$ cat config.mk
export PLATFORM = sky130hd
export DESIGN_NAME = gpio_irq
export DESIGN_NICKNAME = d
export VERILOG_FILES = /design/src/rtl/gpio_pkg.sv /design/src/rtl/gpio_sync.sv /design/src/rtl/gpio_irq.sv
export SDC_FILE = /design/constraint.sdc
export NUM_CORES = 1
export LEC_CHECK = 0
export CAP_MARGIN = 20
export CORE_MARGIN = 4
export CORE_UTILIZATION = 60
export CTS_CLUSTER_DIAMETER = 150
export DETAILED_ROUTE_END_ITERATION = 10
export GPL_ROUTABILITY_DRIVEN = 0
export PLACE_DENSITY = 0.84
export RECOVER_POWER = 50
export SLEW_MARGIN = 20
export SYNTH_ARGS = -nofsm -noshare
export SYNTH_HDL_FRONTEND = slang
export SYNTH_HIERARCHICAL = 1
export SYNTH_SLANG_ARGS = --single-unit
$ cat constraint.sdc
create_clock -name clk -period 3.7 [get_ports clk]
set_input_delay 0.37 -clock clk [delete_from_list [all_inputs] [get_ports clk]]
set_output_delay 0.37 -clock clk [all_outputs]
set_load 0.005 [all_outputs]
$ cat src/rtl/gpio_pkg.sv
// Register offsets and reset constants for the GPIO peripheral.
// Shared with firmware headers, so the numbering must stay stable.
package gpio_pkg;

    localparam int GPIO_TRIS    = 0;
    localparam int GPIO_OUT     = 1;
    localparam int GPIO_IN      = 2;
    localparam int GPIO_OUT_SET = 3;
    localparam int GPIO_OUT_CLR = 4;
    localparam int GPIO_OUT_TGL = 5;
    localparam int GPIO_IE      = 6;
    localparam int GPIO_RISE    = 7;
    localparam int GPIO_FALL    = 8;
    localparam int GPIO_IFLAG   = 9;

    // All pins come out of reset as inputs
    localparam logic [7:0] GPIO_TRIS_RESET = 8'hFF;

endpackage

$ cat src/rtl/gpio_sync.sv
// Multi-stage synchroniser for asynchronous pad inputs.
// Every bit is treated independently, with no cross-bit coherency.
module gpio_sync #(
    parameter int WIDTH  = 8,
    parameter int STAGES = 2
) (
    input  logic             clk,
    input  logic             reset,
    input  logic [WIDTH-1:0] d,
    output logic [WIDTH-1:0] q
);

    logic [WIDTH-1:0] chain [STAGES];

    always_ff @(posedge clk or posedge reset) begin
        if (reset) begin
            for (int i = 0; i < STAGES; i++) begin
                chain[i] <= '0;
            end
        end else begin
            chain[0] <= d;
            for (int i = 1; i < STAGES; i++) begin
                chain[i] <= chain[i-1];
            end
        end
    end

    assign q = chain[STAGES-1];

endmodule

$ cat src/rtl/gpio_irq.sv
// GPIO peripheral for the TRSQ8 bus: direction/output registers with atomic
// set/clear/toggle, synchronised inputs and per-pin edge interrupts.
module gpio_irq
    import gpio_pkg::*;
#(
    parameter int WIDTH             = 8,
    parameter int ADDR_LSB          = 0,
    parameter int OPT_MEM_ADDR_BITS = 3,
    parameter int SYNC_STAGES       = 2
) (
    input  logic             clk,
    input  logic             reset,
    input  logic [7:0]       addr,
    input  logic [7:0]       din,
    output logic [7:0]       dout,
    input  logic             wr_en,
    input  logic             rd_en,
    input  logic [WIDTH-1:0] port_i,
    output logic [WIDTH-1:0] port_o,
    output logic [WIDTH-1:0] port_t,
    output logic             irq
);

    localparam int LW = OPT_MEM_ADDR_BITS + 1;

    logic [LW-1:0]    loc_addr;
    logic [WIDTH-1:0] din_w;
    logic [WIDTH-1:0] tris_r, out_r, ie_r, rise_r, fall_r, iflag_r;
    logic [WIDTH-1:0] in_sync, prev_r;
    logic [WIDTH-1:0] rise_hit, fall_hit, w1c_mask;
    logic [7:0]       rdata;
    logic             unused_bits;

    assign loc_addr    = addr[ADDR_LSB+OPT_MEM_ADDR_BITS:ADDR_LSB];
    assign din_w       = din[WIDTH-1:0];
    assign unused_bits = ^{addr, din};

    gpio_sync #(
        .WIDTH  (WIDTH),
        .STAGES (SYNC_STAGES)
    ) u_sync (
        .clk   (clk),
        .reset (reset),
        .d     (port_i),
        .q     (in_sync)
    );

    // Edges are seen on every pin, including pins currently driven as outputs
    assign rise_hit = in_sync & ~prev_r & rise_r;
    assign fall_hit = ~in_sync & prev_r & fall_r;
    assign w1c_mask = (wr_en && loc_addr == LW'(GPIO_IFLAG)) ? din_w : '0;

    always_ff @(posedge clk or posedge reset) begin
        if (reset) begin
            tris_r  <= GPIO_TRIS_RESET[WIDTH-1:0];
            out_r   <= '0;
            ie_r    <= '0;
            rise_r  <= '0;
            fall_r  <= '0;
            iflag_r <= '0;
            prev_r  <= '0;
            irq     <= 1'b0;
        end else begin
            prev_r  <= in_sync;
            irq     <= |(iflag_r & ie_r);
            // A fresh edge outranks a simultaneous write-1-to-clear
            iflag_r <= (iflag_r & ~w1c_mask) | rise_hit | fall_hit;
            if (wr_en) begin
                case (loc_addr)
                    LW'(GPIO_TRIS):    tris_r <= din_w;
                    LW'(GPIO_OUT):     out_r  <= din_w;
                    LW'(GPIO_OUT_SET): out_r  <= out_r | din_w;
                    LW'(GPIO_OUT_CLR): out_r  <= out_r & ~din_w;
                    LW'(GPIO_OUT_TGL): out_r  <= out_r ^ din_w;
                    LW'(GPIO_IE):      ie_r   <= din_w;
                    LW'(GPIO_RISE):    rise_r <= din_w;
                    LW'(GPIO_FALL):    fall_r <= din_w;
                    default: ;
                endcase
            end
        end
    end

    always_comb begin
        rdata = '0;
        case (loc_addr)
            LW'(GPIO_TRIS):  rdata[WIDTH-1:0] = tris_r;
            LW'(GPIO_OUT):   rdata[WIDTH-1:0] = out_r;
            LW'(GPIO_IN):    rdata[WIDTH-1:0] = in_sync;
            LW'(GPIO_IE):    rdata[WIDTH-1:0] = ie_r;
            LW'(GPIO_RISE):  rdata[WIDTH-1:0] = rise_r;
            LW'(GPIO_FALL):  rdata[WIDTH-1:0] = fall_r;
            LW'(GPIO_IFLAG): rdata[WIDTH-1:0] = iflag_r;
            default:         rdata = '0;
        endcase
    end

    // A write wins over a read in the same cycle, leaving dout untouched
    always_ff @(posedge clk or posedge reset) begin
        if (reset) begin
            dout <= 8'h00;
        end else if (rd_en && !wr_en) begin
            dout <= rdata;
        end
    end

    assign port_o = out_r;
    assign port_t = tris_r;

endmodule

## Word level (Yosys, flattened, before mapping)

Index checks and enable logic that the tools add are counted.

| word-level totals | value |
|---|---|
| register bits | 81 |
| input bits | 28 |
| output and inout port bits | 25 |
| logic and storage cells | 49 |

| operators by class | value |
|---|---|
| eq/ne operators | 9 |
| muxes and demuxes | 3 |
| bitwise gates (word level) | 15 |
| reductions and logical operators | 11 |

Operators with widths:

| operator | count |
|---|---|
| $and 8x8->8 | 7 |
| $pmux 8 s7 | 1 |
| $not 8->8 | 4 |
| $pmux 8 s4 | 1 |
| $or 8x8->8 | 3 |
| $eq 4x3->1 const B | 4 |
| $reduce_and 2->1 | 5 |
| $eq 4x2->1 const B | 2 |
| $eq 4x4->1 const B | 2 |
| $mux 8 | 1 |
| $reduce_or 8->1 | 1 |
| $xor 8x8->8 | 1 |
| $eq 4x1->1 const B | 1 |
| $logic_not 4->1 | 1 |
| $reduce_bool 4->1 | 1 |
| $logic_and 1x1->1 | 2 |
| $logic_not 1->1 | 1 |

## Longest topological paths before layout

| logic depth | value |
|---|---|
| depth in word-level cells | 7 |
| depth in mapped cells | 7 |

## Cells and area by module

The synthesis kept the hierarchy.

Modules (own cells, without submodules):

| module | times used | cells each | area an instance (sq um) | seq. area each (sq um) |
|---|---|---|---|---|
| gpio_irq | 1 | 384 | 3644.7 | 1636.6 |
| gpio_sync | 1 | 25 | 464.2 | 400.4 |

## Worst setup path before layout

OpenSTA, ideal clock, no wires.

| timing | value |
|---|---|
| kind | input-to-reg |
| from | input addr[2] |
| to | register out_r[1] (netlist: port_o[1]) |
| library setup time | 92 ps |
| data arrival time | 1602 ps |
| path slack | 2007 ps |
| stages | 6 |
| path buffers | 3 |
| cells stage by stage | and2_4 -> buf_6 -> or4b_4 -> buf_6 -> buf_6 -> o31ai_2 |

| between the ends | value |
|---|---|
| word-level cells in the longest chain between the ends | 3 |

Ends and longest elaborated chain:

| item | RTL line | text |
|---|---|---|
| start: declaration | gpio_irq.sv:13 | `input logic [7:0] addr,` |
| $eq 4x1->1 (tied with other cells) | gpio_irq.sv:69 | `case (loc_addr)` |
| $reduce_bool 4->1 (no line) | n/a |  |
| $reduce_and 2->1 (no line) | n/a |  |
| end signal: assignment | gpio_irq.sv:71 | `LW'(GPIO_OUT): out_r <= din_w;` |
| end signal: assignment | gpio_irq.sv:72 | `LW'(GPIO_OUT_SET): out_r <= out_r \| din_w;` |
| end signal: assignment | gpio_irq.sv:73 | `LW'(GPIO_OUT_CLR): out_r <= out_r & ~din_w;` |
| end: declaration | gpio_irq.sv:28 | `logic [WIDTH-1:0] tris_r, out_r, ie_r, rise_r, fall_r, iflag_r;` |

Parallel ways exist; a longest one is shown, timed or not.
A chain may end at the register's enable or synchronous reset.

## Final worst setup path

| timing | value |
|---|---|
| from | input addr[3] |
| to | register dout[6] |

| between the ends | value |
|---|---|
| word-level cells in the longest chain between the ends | 2 |

Ends and longest elaborated chain:

| item | RTL line | text |
|---|---|---|
| $eq 4x4->1 (tied with other cells) | gpio_irq.sv:86 | `case (loc_addr)` |
| $pmux 8 s7 (*) | gpio_irq.sv:86 |  |
| end signal: assignment | gpio_irq.sv:103 | `dout <= rdata;` |
| end: declaration | gpio_irq.sv:15 | `output logic [7:0] dout,` |

Every way passes the cells marked *; elsewhere a longest branch is shown, timed or not.

==> metrics <==
Power Total=about 2400 uW; setup TNS=0 ns; multiplexer area fraction after synthesis=between 4 and 5%; Rows=29; Synth Warn #=6; fin nets=approximately 490; area share of fa/ha/maj cells after synthesis=just under 5%; Synth Cell Area=4110 sq um; pin count of the biggest net entering global routing=between 40 and 50; peak supply drop=approximately 0.44 mV; share of layout cells above drive strength 1=around an eighth; drt via density=approximately 6.4; Leakage=roughly 0.0021 uW; Area Growth Syn to Fin=17.6%; Post-CTS Setup Inserts=0; largest family of logic cells by synthesized area=compound AO/OA/AOI/OAI gates; Finished Layout Cells=between 500 and 600; xor and xnor area share after synthesis=0%; Root Driver=clkbuf_8; status=complete, no violations; met2 Resource Use GR=roughly two fifths; DRT iter0 DRCs=roughly 400; FMAX=between 0.4 and 0.5 GHz; die area=between 8000 and 9000 sq um; Initial Util=a little over three fifths; pwr dens=about 490 nW/um^2; post_cts resized=0; clock-pin slew of the registers on the worst-case setup and hold paths=around 0.08 ns; crit end category=register; first-pass GRT wire length=17.1 mm; #FFs+latches synth=81; vias in the first global route=about 3400; Tcrit/Tclk final=61.5%; synthesized instance count=just over 400; Avg Inst Size Synth=between 10 and 15 sq um; DRC errors left=0; Hold Buf Count CTS=0; final core utilization=between 70% and 80%; # setup viols final=0; Relative slew margins=approximately a quarter; Slew Viols, Final=0; Clock Sinks=81; Pre-antenna DRT Iters=5; clk_lat worst skew=0.35 ns; RSZ-0062 raised after global routing=no; post-placement cell area=roughly 4600 sq um; post-synthesis simple-gate area fraction=17.2%; Final ANT Viol Nets=0; DP Cell Count=around 500; CTS H-tree depth=3; initial antenna violation count=0; CP Data Required Time=slightly below 4 ns; final hold viol count=0; DR WL/cell=about 20 um; register area share after synthesis=49.6%; fillers=approximately 450; post-route cell area=roughly 4800 sq um; Chip Width=about 90 um; I/O Buffers=48; GRT busiest layer=met2; HPWL Detailed=between 7 and 8 mm; CP Class=primary input to register; met1 Use GR=between 30% and 40%; GRT Overall Usage=between 20% and 30%; Netlist cell types=49; CTS Buf Count=9; CP arrival=around 2.5 ns; clk_skew=~0.0057 ns; IO Count=53; worst slew pin tran=approximately 1.1 ns; # diodes=0; met3 Use GR=around 7.8%; Net Count, Synth=around 450; crit path time final=between 2 and 2.5 ns; core area=between 6000 and 7000 sq um; Hold/Removal Path Class=register to register; # Max-Cap Violations=0; CTS Buffer Depth=2; global route overflow=0; Setup crit start kind=primary input; FF-to-FF setup slack=about 2 ns; via count=between 3000 and 4000; Post-Route WL=just over 10 mm; TritonCTS clock tree=yes; Die Ht=90.8 um; critical path peak fanout=13; Compound-Gate Fraction of Synth Area=between 10% and 20%
==> final timing paths <==
kind / from / endpoint / cells past startpoint
max reg2reg: port_o[6]$_DFFE_PP0P_ / dout[6]$_DFFE_PP0P_ / 4
max in group asynchronous: reset / port_o[0]$_DFFE_PP0P_ / 3
min in group asynchronous: reset / u_sync/chain[15]$_DFF_PP0_ / 2
min reg2reg: u_sync/chain[9]$_DFF_PP0_ / u_sync/q[1]$_DFF_PP0_ / 0
min: u_sync/chain[9]$_DFF_PP0_ / u_sync/q[1]$_DFF_PP0_ / 0
max: addr[3] / dout[6]$_DFFE_PP0P_ / 6
==> synthesized netlist by cell type (all sizes together) <==
cell / number / area share, %
dfrtp: 73 / 44
nand2: 60 / 5.5
o21ai: 50 / 6.1
inv: 21 / 1.9
buf: 17 / 3.0
clkbuf: 16 / 1.5
ha: 16 / 4.9
mux2: 14 / 3.8
nor2: 13 / 1.2
nand3b: 11 / 2.0
o31ai: 10 / 2.1
a21oi: 9 / 1.1
a21o: 8 / 1.5
and3b: 8 / 1.7
dfstp: 8 / 5.1
nor3b: 7 / 1.3
nand3: 6 / 0.73
or3: 6 / 0.91
a22o: 5 / 1.1
a22oi: 5 / 0.91
nor2b: 5 / 0.76
a211oi: 4 / 0.73
a221oi: 4 / 0.85
nand4: 4 / 0.61
a222oi: 3 / 0.73
a32oi: 3 / 0.64
and4: 3 / 0.64
a32o: 2 / 0.49
mux2i: 2 / 0.49
nand2b: 2 / 0.30
or4b: 2 / 0.58
a211o: 1 / 0.21
a221o: 1 / 0.24
a41oi: 1 / 0.21
and2: 1 / 0.21
and3: 1 / 0.15
and4b: 1 / 0.24
nor4: 1 / 0.15
o21a: 1 / 0.18
o221a: 1 / 0.27
o2bb2ai: 1 / 0.21
o31a: 1 / 0.21
or3b: 1 / 0.21
==> cell families (layout without fill, tap and decap cells) <==
family                   count (synthesis)  count (layout)
flip-flops                              81              81
multiplexers                            16              16
adder cells (fa/ha/maj)                 16              16
buffers and inverters                   54              97
AND/OR/NAND/NOR                        132             132
AO/OA/AOI/OAI                          110             110
==> cell type report <==
cell class	count	area, sq um	area share [%]
clock inverter	7	118	2.43
clock buffer	9	124	2.56
tap	77	96.3	1.99
inverter	21	78.8	1.63
sequential	81	2040	42.2
multi-input combinational	274	1810	37.5
timing repair buffer	60	568	11.8
==> state kept, by name, summed over array words and instances, names as in the netlist <==
name          flops
rise_r            8
irq               1
u_sync/q          8
fall_r            8
iflag_r           8
port_o            8
prev_r            8
dout              8
port_t            8
ie_r              8
u_sync/chain      8
==> critical path, stage by stage <==
cell and delay [ns]:
clkdlybuf4s50_1 0.65, buf_4 0.28, mux2_2 0.37, a32o_1 0.21
a222oi_1 0.43, o21ai_0 0.16
==> report_power, final <==
| part | switching, uW | leakage, uW | internal (uW) |
|---|---|---|---|
| Sequential | 116 | 0.000956 | 1030 |
| Combinational | 218 | 0.00101 | 241 |
| Clock | 325 | 0.000124 | 449 |
==> cells in the final DEF, fill, tap and decap left out, types with 11 or more instances in the layout <==
master and n:
dfrtp_1 73, nand2_1 60, o21ai_0 49, clkdlybuf4s50_1 39, inv_1 21, ha_1 16
mux2_2 14, nor2_1 13, nand3b_1 11, buf_4 11
==> through the flow <==
| step | hold WS [ns] | setup slack, ns |
|---|---|---|
| final | 0.352 | 1.43 |
| after global routing | 0.364 | 1.10 |
| after CTS | 0.354 | 1.53 |
| after detailed placement | 0.335 | 1.18 |
| after global placement | 0.332 | 1.19 |
| after floorplan | 0.284 | 1.72 |
==> layer usage <==
metal | routed length [um] | up-vias | part of all wire (%)
met5 | 0 | - | 0
met4 | 383 | 0 | 3.7
met3 | 924 | 37 | 8.9
met2 | 4800 | 189 | 46
met1 | 4270 | 1628 | 41
li1 | - | 1529 | -
(Power assumes the default switching activity.)
